--- src/rtl/change_hopper_ctrl.sv ---
// Coin-hopper payout controller: queues owed 5-unit coins, drives the hopper
// motor one coin at a time, confirms on coin_sense, retries, and latches faults.
module change_hopper_ctrl #(
    parameter int unsigned PEND_W  = 4,
    parameter int unsigned TIMEOUT = 16,
    parameter int unsigned SETTLE  = 2,
    parameter int unsigned RETRIES = 2
) (
    input  logic              clock,
    input  logic              reset,
    input  logic              change_req,
    input  logic              coin_sense,
    output logic              motor_on,
    output logic              coin_paid,
    output logic [PEND_W-1:0] pending,
    output logic              busy,
    output logic              overflow,
    output logic              fault
);

    localparam int unsigned TMR_MAX  = (TIMEOUT > SETTLE) ? TIMEOUT : SETTLE;
    localparam int unsigned TMR_W    = $clog2(TMR_MAX + 1);
    localparam int unsigned RTRY_W   = $clog2(RETRIES + 2);
    localparam logic [PEND_W-1:0] PEND_MAX = {PEND_W{1'b1}};

    typedef enum logic [1:0] {
        ST_IDLE   = 2'd0,
        ST_DRIVE  = 2'd1,
        ST_SETTLE = 2'd2,
        ST_FAULT  = 2'd3
    } state_t;

    state_t              state;
    state_t              state_nxt;
    logic [TMR_W-1:0]    timer;
    logic [RTRY_W-1:0]   retry_cnt;
    logic                sense_q;
    logic [PEND_W-1:0]   pend_nxt;

    logic sense_edge_c;
    logic pay_c;
    logic timeout_c;
    logic settle_done_c;
    logic drop_c;

    // Event decode and next-state / next-pending computation from registered state.
    always_comb begin
        sense_edge_c  = coin_sense & ~sense_q;
        pay_c         = (state == ST_DRIVE) && sense_edge_c;
        timeout_c     = (state == ST_DRIVE) && !sense_edge_c &&
                        (timer == TMR_W'(TIMEOUT - 1));
        settle_done_c = (state == ST_SETTLE) && (timer == TMR_W'(SETTLE - 1));
        drop_c        = change_req && !pay_c && (pending == PEND_MAX);

        pend_nxt = pending;
        if (change_req && !pay_c && (pending != PEND_MAX)) begin
            pend_nxt = pending + PEND_W'(1);
        end else if (pay_c && !change_req) begin
            pend_nxt = pending - PEND_W'(1);
        end

        state_nxt = state;
        case (state)
            ST_IDLE: begin
                if (pending != '0) begin
                    state_nxt = ST_DRIVE;
                end
            end
            ST_DRIVE: begin
                if (pay_c) begin
                    state_nxt = ST_SETTLE;
                end else if (timeout_c) begin
                    state_nxt = (retry_cnt < RTRY_W'(RETRIES)) ? ST_SETTLE : ST_FAULT;
                end
            end
            ST_SETTLE: begin
                if (settle_done_c) begin
                    state_nxt = ST_IDLE;
                end
            end
            default: state_nxt = ST_FAULT;
        endcase
    end

    // State, counters and registered outputs.
    always_ff @(posedge clock) begin
        if (reset) begin
            state     <= ST_IDLE;
            timer     <= '0;
            retry_cnt <= '0;
            sense_q   <= 1'b0;
            pending   <= '0;
            motor_on  <= 1'b0;
            coin_paid <= 1'b0;
            busy      <= 1'b0;
            overflow  <= 1'b0;
            fault     <= 1'b0;
        end else begin
            state   <= state_nxt;
            sense_q <= coin_sense;
            pending <= pend_nxt;

            // Timer restarts on every state change and counts within DRIVE/SETTLE.
            if (state_nxt != state) begin
                timer <= '0;
            end else if ((state == ST_DRIVE) || (state == ST_SETTLE)) begin
                timer <= timer + TMR_W'(1);
            end

            // Retry budget is only consumed by consecutive timeouts.
            if (pay_c) begin
                retry_cnt <= '0;
            end else if (timeout_c && (retry_cnt < RTRY_W'(RETRIES))) begin
                retry_cnt <= retry_cnt + RTRY_W'(1);
            end

            motor_on  <= (state_nxt == ST_DRIVE);
            coin_paid <= pay_c;
            busy      <= (state_nxt != ST_IDLE) || (pend_nxt != '0);
            overflow  <= overflow | drop_c;
            fault     <= fault | (state_nxt == ST_FAULT);
        end
    end

endmodule

--- config.mk ---
export PLATFORM = sky130hd
export DESIGN_NAME = change_hopper_ctrl
export DESIGN_NICKNAME = d
export VERILOG_FILES = /design/src/rtl/change_hopper_ctrl.sv
export SDC_FILE = /design/constraint.sdc
export NUM_CORES = 1
export LEC_CHECK = 0
export ABC_AREA = 1
export CAP_MARGIN = 20
export CORE_MARGIN = 1.5
export CORE_UTILIZATION = 23
export DETAILED_ROUTE_END_ITERATION = 6
export GPL_TIMING_DRIVEN = 1
export SYNTH_ARGS = -nofsm -noshare
export SYNTH_HDL_FRONTEND = slang
export SYNTH_SLANG_ARGS = --single-unit
--- constraint.sdc ---
create_clock -name clock -period 1.7 [get_ports clock]
set_input_delay 0.255 -clock clock [delete_from_list [all_inputs] [get_ports clock]]
set_output_delay 0.255 -clock clock [all_outputs]
set_load 0.02 [all_outputs]
==> run metrics <==
outcome=finished, final reports clean; # placed instances=236; wire length of the first global-routing pass=3.97 mm; number of failing setup endpoints in the final timing report=0; number of flip-flops and latches in the synthesized netlist=19; DRC errors left=0; CTS Buffer Depth=2; post-CTS setup repair buffer count=0; WP data required=1850 ps; height of the die=73.6 um; cts hold-fix bufs=0; final WL=2.32 mm; total vias in the final route=982; global-route track usage on met2=0.145; filler-free cell count of the finished design=240; part of the cycle the worst path needs=0.962; largest area contributor in the synthesized netlist=dfxtp_1; sinks on the clock net=19; Filler cells=between 500 and 600; TritonCTS clock tree=done; fraction of layout cells with a size suffix above 1=0.283; commonest cells after routing, fill and taps aside=nand2_1 (26), inv_1 (17), nor2_1 (17); Worst Hold Margin=473 ps; buffer cell driving the clock tree root=clkbuf_8; sequential fraction of the synthesis area=0.332; Hold Path Origin=retry_cnt[1]; Area Growth Syn to Fin=33.5%; critical register-to-register path startpoint=timer[0]; crit-path max cell delay=320 ps; final layout net count=188; Die ar.=5420 um2; highest-delay cell along the critical path=dfxtp_2; Yosys cell types=27; initial cell density of the core=0.241; antenna fix cells=0; Max FO, Critical Path=3; mean post-synth cell area=7.65 um2; clock transition at the registers of the reported paths=around 70 ps; dominant cells by area after synthesis=dfxtp_1 (33%), ha_1 (11%), nand2_1 (9.5%), nor2_1 (6.5%), inv_1 (6.2%); Crit Path Class=reg2reg; number of H-tree branching levels=1; Routed wire per std cell=9.66 um; Worst Tran Pin Value=286 ps; net count after synthesis=164; number of maximum-capacitance violations=0; worst path arrival time=about 1800 ps; number of antenna violations at the first check in global routing=0; path category of the worst min-delay check=reg2reg; max-slew headroom at the worst pin=0.809; Achievable Freq=approximately 610 MHz; met3 capacity usage during global routing=0.0219; final weighted congestion in routability-driven placement=between 0.8 and 0.9; Worst setup EP type=register; core region area=between 4000 and 5000 um2; number of pins with negative max-slew slack in the final report=0; HPWL Detailed=roughly 1.8 mm; instance count of the mapped netlist=150; final hold violation count=0; final period demand of the worst path=1640 ps; routing layer with the top usage in global route=met2; Cell Area, Synth=1150 um2; length of the first detailed-routing pass in iterations=4; family with the most delay on the worst path=simple AND/OR/NAND/NOR gates; peak supply drop=0.361 mV; number of design-rule violations left by the first detailed-router iteration=38; post-layout utilization of the core=0.322; gr ovfl total=0; number of antenna-violating nets in the routed design=0; Worst Skew=around 1.9 ps; GRT Util Overall=0.0935; number of buffers and inverters on the critical path=2; most common cell after layout, fill and taps aside=nand2_1; setup repair after global routing missed its margin=true; launching element type of the critical path=register; IO Port Bufs=12; maximum number of pins on one net before global-route repair=11; power density relative to cell area=1110 nW/um2; start point of the critical path=timer[0]; total leakage power=about 0.63 nW; Top Ports=13; post-DR vias/cell=4.09; clock latency of the later-clocked register in the worst-skew pair=250 ps; Cell Rows=25; worst path cell trace=ha_2 > and3_4 > ha_4 > nand2_2 > inv_2 > nor2_1 > nand2_1 > inv_2 > nand2_4 > nor2_4 > nand2_2 > nor2_2 > nor2_1; met1 track utilization from global routing=0.127; number of clock buffers inserted by TritonCTS=3; number of global-route vias before repair=roughly 930; share of Yosys cell area claimed by the top area cell type=0.332; number of warning messages in the yosys log=0; overall die width=between 70 and 80 um
==> cell families (layout without fill, tap and decap cells) <==
group / after synthesis / count (layout) / share of synthesized area
and+or+nand+nor: 82 / 82 / 0.376
buffers and inverters: 22 / 45 / 0.0785
DFF: 19 / 19 / 0.332
AOI/OAI and AO/OA: 12 / 12 / 0.0665
adders and majority gates: 10 / 10 / 0.109
xor gates and xnor gates: 5 / 5 / 0.0382
==> worst paths after layout <==
kind                        to  slack, ps  cells after the start
hold / removal    retry_cnt[1]        470                      2
setup / recovery          busy         60                     13
hold reg to reg   retry_cnt[1]        470                      2
setup reg to reg          busy         60                     13
==> tightest hold or removal path, cell delays in order, from the launching register on <==
cell and delay [ps]:
dfxtp_1 320, nor2_1 40, nor2_1 70
==> cell type report <==
| type | instances | area [um2] | share of cell area |
|---|---|---|---|
| Tap cell | 67 | 83.8 | 0.0547 |
| Inverter | 20 | 75.1 | 0.0490 |
| Sequential cell | 19 | 384 | 0.251 |
| Multi-Input combinational cell | 109 | 756 | 0.493 |
| Clock buffer | 4 | 45.0 | 0.0294 |
| Timing Repair Buffer | 21 | 188 | 0.123 |
==> synthesized netlist by cell type <==
master	count
nor3b_1	1
nor2_2	2
xnor2_1	2
nand4_1	5
nor3_1	1
inv_1	19
nor3_2	5
inv_2	1
dfxtp_1	19
xor2_1	3
nor2_1	20
a21oi_1	4
o21a_1	1
nand3_1	8
o211ai_1	1
nand2_2	2
and3_1	1
nand3_2	6
buf_6	1
a21oi_2	2
nand2_1	29
nand3b_2	1
ha_1	10
clkbuf_1	1
o21ai_2	1
o21ai_0	3
nand2_4	1
==> power breakdown <==
group	internal [mW]	switching [mW]	leakage (nW)
registers	0.517	0.0505	0.156
logic	0.344	0.486	0.456
clock network	0.166	0.139	0.0228
total	1.03	0.675	0.635
==> state kept, by name, summed over array words and instances, names as in the netlist <==
| signal | flops |
|---|---|
| busy | 1 |
| coin_paid | 1 |
| fault | 1 |
| motor_on | 1 |
| overflow | 1 |
| pending | 4 |
| retry_cnt | 2 |
| sense_q | 1 |
| state | 2 |
| timer | 5 |
==> stage by stage <==
stage / area, um2 / setup slack, ps / power [mW] / TNS, ps
final: 1530 / 63.8 / 1.70 / 0
after global routing: 1530 / -49.0 / 1.84 / -69.3
after CTS: 1460 / 13.6 / 1.63 / 0
after detailed placement: 1400 / -33.8 / 1.30 / -156
after global placement: 1400 / -15.2 / 1.31 / -62.2
after floorplan: 1150 / 85.8 / 1.07 / 0
==> per-layer routing <==
layer / vias up / share of wire
met1: 438 / 0.51
met4: 0 / 0.0035
met3: 2 / 0.033
met5: - / 0
met2: 13 / 0.45
li1: 529 / -
==> repair_timing <==
action                     4_1_cts  5_1_grt
gates cloned                     0        0
pin swaps                        8        6
gates resized for setup          6       17
setup endpoints to repair        7        8
Note: power is estimated with default switching activity, not from simulation.
==> edit: new RTL, config.mk and constraints unchanged <==
Register the inputs `change_req` and `coin_sense` before use, with the module's reset. The logic sees them one clock later.
--- a/src/rtl/change_hopper_ctrl.sv
+++ b/src/rtl/change_hopper_ctrl.sv
@@ -32,2 +32,15 @@
 
+    logic change_req_q;
+    logic coin_sense_q;
+
+    always_ff @(posedge clock) begin
+        if (reset) begin
+            change_req_q <= '0;
+            coin_sense_q <= '0;
+        end else begin
+            change_req_q <= change_req;
+            coin_sense_q <= coin_sense;
+        end
+    end
+
     state_t              state;
@@ -47,3 +60,3 @@
     always_comb begin
-        sense_edge_c  = coin_sense & ~sense_q;
+        sense_edge_c  = coin_sense_q & ~sense_q;
         pay_c         = (state == ST_DRIVE) && sense_edge_c;
@@ -52,8 +65,8 @@
         settle_done_c = (state == ST_SETTLE) && (timer == TMR_W'(SETTLE - 1));
-        drop_c        = change_req && !pay_c && (pending == PEND_MAX);
+        drop_c        = change_req_q && !pay_c && (pending == PEND_MAX);
 
         pend_nxt = pending;
-        if (change_req && !pay_c && (pending != PEND_MAX)) begin
+        if (change_req_q && !pay_c && (pending != PEND_MAX)) begin
             pend_nxt = pending + PEND_W'(1);
-        end else if (pay_c && !change_req) begin
+        end else if (pay_c && !change_req_q) begin
             pend_nxt = pending - PEND_W'(1);
@@ -99,3 +112,3 @@
             state   <= state_nxt;
-            sense_q <= coin_sense;
+            sense_q <= coin_sense_q;
             pending <= pend_nxt;
Check against the original RTL: not equivalent (Yosys sat finds a counterexample within 4 cycles, from zero or initial values and one cycle with reset high).
==> edit against the original RTL <==
  * The flow now finishes with violations (negative setup slack)
  * Area after synthesis grew 1.7%
  * Sequential cell count is 2 higher
  * Cell area increased by 0.74%
  * Final cell count grew 3.8%
  * Routed wire length increased by 0.43%
  * Non-clock buffer count fell by 1
  * Sequential share of layout area grew 2.4 points
  * Synthesized cell count grew 6.7%
  * Total power shrank 16%
  * Worst setup slack worse by 65 ps
  * Maximum frequency is 3.8% lower
  * Clock power rose by 6.6%
==> edit: results (changes against the original RTL) <==
status: "finished, violations left"
violations: "negative setup slack"
ys.flop_type: "dfxtp_1"
worst_slack_ps: -1.298  # -65.05 ps
cts_root_buf: "clkbuf_8"
critPathArrivalTime_ps: 1900  # +110 ps
first_global_vias: 921  # -1.1%
cpPeakStageDelay_ps: 340  # +20 ps
path_delay_family: "simple AND/OR/NAND/NOR gates"
hpwl_um: 1754  # -0.24%
setup-tns-final_ps: -1.298  # -1.298 ps
met2_usage: 0.1548  # +0.009617
hp-start: "fault$_SDFF_PP0_"
setup_violations: 1  # +1
synth.area.top_cells: "dfxtp_1 (36%), ha_1 (11%), nand2_1 (10%)"
slowest_stage: "dfxtp_2"
port_buffers: 12  # unchanged
cts_max_level: 1  # unchanged
grt.total_usage: 0.08571  # -0.007786
drt_first_pass_iters: 4  # unchanged
grt_first_pass_wirelength_um: 3712  # -6.6%
reg_top3: "timer (5), pending (4)"
relSlewSlack: 0.8009  # -0.008054
cts_max_path_buffers: 2  # unchanged
max-vdd-ir-drop_uv: 359.1  # -0.47%
clock_skew_ps: 1.742  # -0.1219 ps
use_met1: 0.1007  # -0.02646
drcViolationCount: 0  # unchanged
drive_above_1_share: 0.2308  # -0.05247
hold_path_class: "reg -> reg"
n_fill_cell: 520  # +1.8%
drt_iter0_drc: 33  # -13%
syn_nets: 174  # +6.1%
startpoint: "timer[1]$_SDFFE_PP0P_"
gp_congestion: 0.7451  # -11%
antenna_found_initial: 0  # unchanged
crit_fanout: 5  # +2
ys_seq_area_frac: 0.3601  # +0.02861
grt_util_met3: 0.03252  # +0.01057
clock_latency_ps: 260
synth_async_sr_flop_share: 0  # unchanged
clkTransAtPathRegs_ps: 70  # about the same
nets: 197  # +4.8%
synth_common_cells: "nand2_1 (31), nor2_1 (25), inv_1 (22)"
grt_max_degree: 12  # +1
leakage_nw: 0.6456  # +1.7%
wire_per_inst_um: 9.349  # -3.2%
synth_cell_types: 24  # -11%
yosys_warnings: 0  # unchanged
vias: 1041  # +6.0%
-- edit: cell types whose count changed after synthesis, sizes merged --
cell / unedited run / this run
nand2: 32 / 34
nand3: 14 / 16
or2: 0 / 2
nor2: 22 / 27
o211ai: 1 / 0
nor3: 6 / 1
xor2: 3 / 2
dfxtp: 19 / 21
inv: 20 / 24
-- edit: stage by stage --
stage / std cells / setup WS (ps) / instance area [µm²] / util
finish: 249 / -1.298 / 1543 / 0.3203
global route: 249 / -114.2 / 1543 / 0.3203
CTS: 248 / 18.48 / 1490 / 0.3094
detailed placement: 243 / -48.31 / 1414 / 0.2935
global placement: 243 / -46.16 / 1414 / 0.2935
floorplan: 160 / 17.87 / 1180 / -
-- edit: kinds of logic after synthesis --
group                    share of synthesized area
AND/OR/NAND/NOR                             0.3633
buffers and inverters                      0.09003
flip-flops                                  0.3601
AO/OA/AOI/OAI                              0.04931
adder cells (fa/ha/maj)                     0.1072
XOR/XNOR                                   0.03002
-- edit: layer usage --
metal  part of all wire  routed length (µm)
met1               0.46                1082
met2               0.49                1141
met3              0.041                  95
met4             0.0034                   8
met5                  0                   0
-- edit: final timing paths --
kind	to	slack, ps	depth (start not counted)
setup / recovery	timer[3]$_SDFFE_PP0P_	-1	12
hold / removal	fault$_SDFF_PP0_	470	2
setup reg to reg	timer[3]$_SDFFE_PP0P_	-1	12
hold reg to reg	fault$_SDFF_PP0_	470	2
-- edit: area by class of cell --
class	count	share of cell area
clock buffer	4	0.02920
sequential	21	0.2749
tap	67	0.05434
timing repair buffer	20	0.1168
multi-input combinational	113	0.4663
inverter	24	0.05839
-- edit: report_power, final --
| group | total, mW | switching [mW] | internal [mW] |
|---|---|---|---|
| Clock | 0.325 | 0.158 | 0.167 |
| Sequential | 0.582 | 0.0382 | 0.544 |
| Combinational | 0.527 | 0.306 | 0.221 |
| Total | 1.43 | 0.502 | 0.932 |
-- edit: timing repair --
action,in CTS,in global routing
setup buffers,1,1
endpoints found under the hold margin,0,0
pin swaps,4,8
gates resized for setup,7,12
setup endpoints to repair,7,7
hold buffers,0,0
-- edit: worst register-to-register path, delay by kind of cell, from the launching register on --
| kind | cells | cell delay [ps] |
|---|---|---|
| adder cells (fa/ha/maj) | 2 | 300 |
| buffers and inverters | 1 | 30 |
| flip-flops | 1 | 340 |
| AND/OR/NAND/NOR | 9 | 980 |
